===== config.mk =====
export PLATFORM = sky130hd
export DESIGN_NAME = ayatsuki_uart_rx
export DESIGN_NICKNAME = d
export VERILOG_FILES = /design/src/rtl/ayatsuki_uart_defs.sv /design/src/rtl/ayatsuki_sync_fifo.sv /design/src/rtl/ayatsuki_uart_rx.sv
export SDC_FILE = /design/constraint.sdc
export NUM_CORES = 1
export LEC_CHECK = 0
export CAP_MARGIN = 20
export CORE_MARGIN = 2
export CORE_UTILIZATION = 50
export CTS_BUF_LIST = sky130_fd_sc_hd__clkbuf_8
export DETAILED_ROUTE_END_ITERATION = 8
export PLACE_DENSITY = 0.71
export SYNTH_ARGS = -nofsm -noshare
export SYNTH_HDL_FRONTEND = slang
export SYNTH_SLANG_ARGS = --single-unit
export TNS_END_PERCENT = 50

===== constraint.sdc =====
create_clock -name clk -period 2.31 [get_ports clk]
set_clock_uncertainty 0.15 [all_clocks]
set_input_delay 0.231 -clock clk [delete_from_list [all_inputs] [get_ports clk]]
set_output_delay 0.231 -clock clk [all_outputs]
set_load 0.01 [all_outputs]

===== src/rtl/ayatsuki_uart_defs.sv =====
// Shared UART definitions used by the receiver and the transmitter:
// FSM state encoding and default line/buffer parameters.
package ayatsuki_uart_defs;

    localparam int DEF_CLKS_PER_BIT = 434;
    localparam int DEF_FIFO_DEPTH   = 4;
    localparam int UART_DATA_BITS   = 8;

    typedef enum logic [2:0] {
        ST_IDLE      = 3'd0,
        ST_START     = 3'd1,
        ST_DATA      = 3'd2,
        ST_STOP      = 3'd3,
        ST_WAIT_HIGH = 3'd4
    } uart_state_e;

    // Countdown reload that lands the first sample in the middle of a bit.
    function automatic int half_bit(input int clks);
        return clks / 2 - 1;
    endfunction

endpackage


===== src/rtl/ayatsuki_sync_fifo.sv =====
// Synchronous first-word fall-through FIFO with wrap-bit pointers.
// Head data reads as zero while the FIFO is empty.
module ayatsuki_sync_fifo
    import ayatsuki_uart_defs::*;
#(
    parameter int WIDTH = UART_DATA_BITS,
    parameter int DEPTH = DEF_FIFO_DEPTH
) (
    input  logic             clk,
    input  logic             rst_n,
    input  logic             i_push,
    input  logic [WIDTH-1:0] i_wdata,
    input  logic             i_pop,
    output logic [WIDTH-1:0] o_rdata,
    output logic             o_full,
    output logic             o_empty
);

    localparam int AW = $clog2(DEPTH);

    logic [WIDTH-1:0] r_mem [DEPTH];
    logic [AW:0]      r_wr_ptr;
    logic [AW:0]      r_rd_ptr;
    logic             w_do_push;
    logic             w_do_pop;

    assign o_empty = (r_wr_ptr == r_rd_ptr);
    // Same slot with differing wrap bits means the writer lapped the reader.
    assign o_full  = (r_wr_ptr[AW] != r_rd_ptr[AW]) &&
                     (r_wr_ptr[AW-1:0] == r_rd_ptr[AW-1:0]);

    assign w_do_pop  = i_pop & ~o_empty;
    assign w_do_push = i_push & (~o_full | w_do_pop);

    assign o_rdata = o_empty ? '0 : r_mem[r_rd_ptr[AW-1:0]];

    always_ff @(posedge clk or negedge rst_n) begin
        if (!rst_n) begin
            r_wr_ptr <= '0;
            r_rd_ptr <= '0;
        end else begin
            if (w_do_push) r_wr_ptr <= r_wr_ptr + 1'b1;
            if (w_do_pop)  r_rd_ptr <= r_rd_ptr + 1'b1;
        end
    end

    always_ff @(posedge clk) begin
        if (w_do_push) r_mem[r_wr_ptr[AW-1:0]] <= i_wdata;
    end

endmodule


===== src/rtl/ayatsuki_uart_rx.sv =====
// 8N1 UART receiver: line synchronizer, mid-bit sampling FSM and
// a first-word fall-through receive FIFO with overrun/frame error pulses.
module ayatsuki_uart_rx
    import ayatsuki_uart_defs::*;
#(
    parameter int CLKS_PER_BIT = DEF_CLKS_PER_BIT,
    parameter int FIFO_DEPTH   = DEF_FIFO_DEPTH
) (
    input  logic       clk,
    input  logic       rst_n,
    input  logic       uart_rx,
    output logic [7:0] rx_data,
    output logic       rx_valid,
    input  logic       rx_ready,
    output logic       frame_err,
    output logic       overrun
);

    localparam int CNT_W = $clog2(CLKS_PER_BIT);
    localparam logic [CNT_W-1:0] CNT_HALF = CNT_W'(half_bit(CLKS_PER_BIT));
    localparam logic [CNT_W-1:0] CNT_FULL = CNT_W'(CLKS_PER_BIT - 1);

    uart_state_e      r_state;
    logic [1:0]       r_sync;
    logic             r_rx_prev;
    logic [CNT_W-1:0] r_cnt;
    logic [2:0]       r_bit_idx;
    logic [7:0]       r_shift;
    logic             r_frame_err;
    logic             r_overrun;

    logic             w_rx;
    logic             w_fall;
    logic             w_tick;
    logic             w_push;
    logic             w_pop;
    logic             w_full;
    logic             w_empty;
    logic             w_drop;

    assign w_rx   = r_sync[1];
    assign w_fall = r_rx_prev & ~w_rx;
    assign w_tick = (r_cnt == '0);

    always_ff @(posedge clk or negedge rst_n) begin
        if (!rst_n) begin
            r_sync    <= 2'b11;
            r_rx_prev <= 1'b1;
        end else begin
            r_sync    <= {r_sync[0], uart_rx};
            r_rx_prev <= w_rx;
        end
    end

    always_ff @(posedge clk or negedge rst_n) begin
        if (!rst_n) begin
            r_state     <= ST_IDLE;
            r_cnt       <= '0;
            r_bit_idx   <= '0;
            r_shift     <= '0;
            r_frame_err <= 1'b0;
        end else begin
            r_frame_err <= 1'b0;
            unique case (r_state)
                ST_IDLE: begin
                    if (w_fall) begin
                        r_state <= ST_START;
                        r_cnt   <= CNT_HALF;
                    end
                end
                ST_START: begin
                    if (!w_tick) begin
                        r_cnt <= r_cnt - 1'b1;
                    end else if (!w_rx) begin
                        r_state   <= ST_DATA;
                        r_cnt     <= CNT_FULL;
                        r_bit_idx <= '0;
                    end else begin
                        r_state <= ST_IDLE;
                    end
                end
                ST_DATA: begin
                    if (!w_tick) begin
                        r_cnt <= r_cnt - 1'b1;
                    end else begin
                        r_shift <= {w_rx, r_shift[7:1]};
                        r_cnt   <= CNT_FULL;
                        if (r_bit_idx == 3'd7) begin
                            r_state <= ST_STOP;
                        end else begin
                            r_bit_idx <= r_bit_idx + 3'd1;
                        end
                    end
                end
                ST_STOP: begin
                    if (!w_tick) begin
                        r_cnt <= r_cnt - 1'b1;
                    end else if (w_rx) begin
                        r_state <= ST_IDLE;
                    end else begin
                        r_state     <= ST_WAIT_HIGH;
                        r_frame_err <= 1'b1;
                    end
                end
                ST_WAIT_HIGH: begin
                    // A held-low break must end before a new start is trusted.
                    if (w_rx) r_state <= ST_IDLE;
                end
                default: begin
                    r_state <= ST_IDLE;
                end
            endcase
        end
    end

    assign w_push = (r_state == ST_STOP) & w_tick & w_rx;
    assign w_pop  = rx_ready & rx_valid;
    assign w_drop = w_push & w_full & ~w_pop;

    always_ff @(posedge clk or negedge rst_n) begin
        if (!rst_n) begin
            r_overrun <= 1'b0;
        end else begin
            r_overrun <= w_drop;
        end
    end

    ayatsuki_sync_fifo #(
        .WIDTH (8),
        .DEPTH (FIFO_DEPTH)
    ) u_fifo (
        .clk     (clk),
        .rst_n   (rst_n),
        .i_push  (w_push),
        .i_wdata (r_shift),
        .i_pop   (rx_ready),
        .o_rdata (rx_data),
        .o_full  (w_full),
        .o_empty (w_empty)
    );

    assign rx_valid  = ~w_empty;
    assign frame_err = r_frame_err;
    assign overrun   = r_overrun;

endmodule


==> impl.org, run 1 <==
** Place
- Once detailed placement completed, the half-perimeter wirelength came to about 3400 µm.
- Summing all placed instances gives a cell area of 3309 µm².
- Number of cells after detailed placement :: roughly 300
- Weighted congestion at the end of routability-driven global placement :: ~0.80
- Port buffering added 14 buffers.

** Routing
- The first detailed-routing pass ran for 4 iterations.
- In the final routed layout, each cell accounts on average for 15.85 µm.
- The final route contains approximately 1.8k vias.
- DRC violation count after routing :: 0
- Starting DRC count in detailed routing :: 100
- Number of nets with antenna violations after routing :: 0
- The final layout contains routed wiring with a total length of slightly above 5000 µm.
- Via/cell ratio :: around 5.5

** Timing
- Hold is met by about 0.15 ns.
- Transition time of the tightest slew-check pin :: around 0.48 ns
- The final count of pins violating max slew is 0.
- The smallest clock period supported by the final layout is computed as about 2.3 ns.
- Final hold vios :: 0
- Achievable clock frequency :: ~0.44 GHz
- In this run the tightest slew margin relative to its limit is 68.12%.
- Final worst path period share :: between 90% and 100%
- Setup violations remaining at the end of the flow were counted as 0.

** Floorplanning
- Core Box Area :: 5921 µm²
- The floorplan step defined a die boundary enclosing ~6700 µm².
- Once the floorplan was initialized, standard cells occupied between 50 and 60% of the core.
- Num ports :: 15
- FP Rows :: 28
- Die Y :: roughly 82 µm
- Die Width :: between 80 and 90 µm

** Setup path
- The number of buffers and inverters on the critical path is 3.
- Crit-path leading delay family :: buffers and inverters
- The critical path is of the register to output pin type.
- STA puts the critical path data arrival time at 1.88 ns.
- The cell that appears most often on the critical path is buf_4.
- On the worst path, the slowest cell contributes a delay of between 0.4 and 0.5 ns.
- Critical path depth in cells :: 5
- Walking the worst path, the cells encountered are buf_4 > xnor2_2 > nand3b_1 > buf_4 > clkdlybuf4s50_1.
- Worst setup SP type :: register
- Endpoint class of the critical path :: output pin
- For this design, the slowest cell found on the critical path is clkdlybuf4s50_1.
- Required time worst endpoint :: 1.93 ns
- Counting cells, the worst reg-to-reg path comes to 7.
- Largest fanout of any net on the critical path :: 10

** Min path
- Path type of the worst min-delay path :: input pin to async pin

** Final layout
- The number of antenna diodes in the final layout is 0.
- Synthesis-to-finish area growth :: 16.72%
- With fillers left out, the area of the finished cells amounts to between 3000 and 4000 µm².
- In the final design database the tool counted between 200 and 300 nets.
- Non-filler cells in the finished layout :: approximately 320
- Layout cells sized above 1 :: about 30%

** Clock tree
- The number of hold buffers added after CTS was 0.
- Clock Sinks :: 66
- The cell sitting at the root of the clock tree is a clkbuf_8.
- The H-tree was split into 3 levels.
- TritonCTS built the clock tree.
- At the later pin of the worst-skew pair, clock insertion delay measures 0.33 ns.
- Total clock buffers created by CTS :: 9
- Clock transition at the register clock pins on the worst setup and hold paths after CTS :: about 0.070 ns
- Max Root-Sink Buffers :: 2

** Logic synthesis
- Synthesis produced a netlist with a net count of 220.
- EDFF count, synth :: 32
- Synthesized area divided by synthesized cell count :: about 15 µm²
- Synthesis produced a netlist whose cell count is between 200 and 250.
- Fraction of registers with async set/reset :: approximately half
- Number of synthesized register bits :: 66
- The number of different library cells used by synthesis comes to between 50 and 60.
- Yosys printed 0 warnings.
- Flip-flop cell with the highest count after synthesis :: edfxtp_1
- Sequential area share after synthesis :: 59.61%
- Total standard cell area after synthesis :: ~3000 µm²

** Global routing
- Vias in the first global route :: between 1.5k and 2k
- Antenna violations before repair :: 0
- Global routing used between 15 and 20% of the available tracks across all layers.
- Entering global routing, the biggest net connects 35 pins.
- First-pass GRT wire length :: between 8000 and 9000 µm
- For this run the aggregate overflow at the end of global routing stands at 0.

** Run status
- Outcome :: complete, no violations

** Power
- VDD sags by at most about 0.00057 V.
- For this design the static power due to leakage is 0.001418 µW.
- Power spread over the standard cell area amounts to slightly above 1000 nW/µm².

** Flow run
- Max-cap violations in this run came to 0.
==> worst register-to-register path, cell delays in order, from the launching register on <==
cell     delay [ns]
dfrtp_1        0.42
inv_1          0.07
ha_1           0.19
nor3b_2        0.23
nand3_2        0.18
nor3_4         0.24
and2_1         0.16
buf_4          0.18
==> area by class of cell <==
type	count	area (µm²)
inverter	6	22.52
clock inverter	7	86.33
timing repair buffer	32	269.0
multi-input combinational	126	1142
fill	465	2366
clock buffer	9	123.9
tap	75	93.84
sequential	66	1817
==> flip-flops by register name (all words and copies together), names as in the netlist <==
register         flops
r_sync               2
r_cnt                9
overrun              1
r_rx_prev            1
frame_err            1
u_fifo.r_mem        32
r_shift              8
r_state              3
u_fifo.r_rd_ptr      3
r_bit_idx            3
u_fifo.r_wr_ptr      3
==> cells by family (layout without fill, tap and decap cells) <==
group,count (synthesis),in the layout,share of synthesized area [%]
AOI/OAI and AO/OA,30,30,7.477
adders and majority gates,8,8,3.287
xor gates and xnor gates,8,8,2.301
DFF,66,66,59.61
buffers and inverters,16,54,3.204
muxes,21,21,10.68
and+or+nand+nor,59,59,13.44
==> synthesized netlist by cell type (all sizes together) (2+ instances only) <==
cell	count	area share (%)
nand2b	2	0.66
edfxtp	32	32
nor3	4	1.0
ha	8	3.3
mux4	8	5.9
a31oi	3	0.62
nand3	3	0.66
and2	11	2.3
o41ai	3	1.4
dfrtp	31	25
nand2	7	0.86
nand4	4	1.0
nor2	9	1.2
inv	6	0.74
a22o	2	0.58
a211oi	2	0.49
xor2	3	0.86
nor3b	3	0.90
o21ai	9	1.5
buf	9	2.3
a21oi	2	0.33
mux2	12	4.4
or3b	2	0.58
xnor2	5	1.4
a21o	2	0.74
dfstp	3	2.6
nand3b	2	0.49
and4	2	0.70
o31ai	2	0.49
and3	2	0.41
==> worst paths after layout <==
| check | start | slack (ns) | endpoint |
|---|---|---|---|
| max in group asynchronous | rst_n | 1.52 | r_sync[0]$_DFF_PN1_ |
| worst min-delay path | rst_n | 0.15 | u_fifo.r_wr_ptr[1]$_DFFE_PN0P_ |
| worst min register to register | r_sync[0]$_DFF_PN1_ | 0.21 | r_sync[1]$_DFF_PN1_ |
| worst max-delay path | u_fifo.r_rd_ptr[0]$_DFFE_PN0P_ | 0.05 | rx_valid |
| worst max register to register | r_cnt[0]$_DFFE_PN0P_ | 0.19 | u_fifo.r_mem[1][5]$_DFFE_PP_ |
| min in group clk | uart_rx | 0.16 | r_sync[0]$_DFF_PN1_ |
==> per-layer routing <==
layer / track usage [%] / part of all wire [%] / vias to the layer above
met5: 0 / 0 / -
met4: 7.000 / 1.7 / 0
met3: 5.385 / 3.7 / 10
met2: 27.24 / 51 / 32
met1: 21.76 / 44 / 888
li1: - / - / 850
==> metrics by stage <==
| step | total power (µW) | worst slack [ns] | util, % | TNS, ns |
|---|---|---|---|---|
| CTS | 3711 | 0.02674 | 59.95 | 0 |
| global placement | 2682 | 0.1423 | 55.90 | 0 |
| detailed placement | 2707 | 0.1062 | 55.90 | 0 |
| floorplan | 2309 | 0.1343 | - | 0 |
| global route | 3918 | -0.02005 | 60.04 | -0.02005 |
| finish | 3690 | 0.04668 | 60.04 | 0 |
==> cells in the final DEF (no fill, tap or decap), types with 3 or more instances in the layout <==
cell type        synthesis  final
inv_1                    6      7
mux4_2                   8      8
nor2_1                   8      8
nand4_1                  3      3
clkbuf_8                 0      9
dfstp_2                  3      3
a31oi_1                  3      3
o21ai_0                  9      9
xor2_1                   3      3
edfxtp_1                32     32
xnor2_1                  5      4
dlygate4sd2_1            0      7
nor3_1                   3      3
clkdlybuf4s50_1          0      6
nand2_1                  7      7
and2_1                  11     11
ha_1                     8      8
mux2_2                  12     12
buf_4                    3     17
dfrtp_1                 31     30
==> power breakdown <==
part           internal, µW  leakage (µW)  total [µW]  switching (µW)
Sequential             1350      0.000700        1510             157
Clock                   598      0.000112        1010             416
Combinational           646      0.000606        1170             523
==> repair_timing <==
action / in CTS / in global routing
endpoints found under the hold margin: 0 / 0
gates resized for setup: 12 / 3
cloned: 0 / 0
buffers inserted: 4 / 0
pin swaps: 1 / 1
endpoints found under the setup margin: 9 / 30
Power figures use the tool's default switching activity.
==> run 2: changes to the inputs <==
--- a/config.mk
+++ b/config.mk
@@ -9,6 +9,7 @@
 export CORE_MARGIN = 2
 export CORE_UTILIZATION = 50
 export CTS_BUF_LIST = sky130_fd_sc_hd__clkbuf_8
+export CTS_CLUSTER_SIZE = 30
 export DETAILED_ROUTE_END_ITERATION = 8
 export PLACE_DENSITY = 0.71
 export SYNTH_ARGS = -nofsm -noshare
==> results of run 2 <==
Final layout, timing and power as in run 1 (identical DEF).
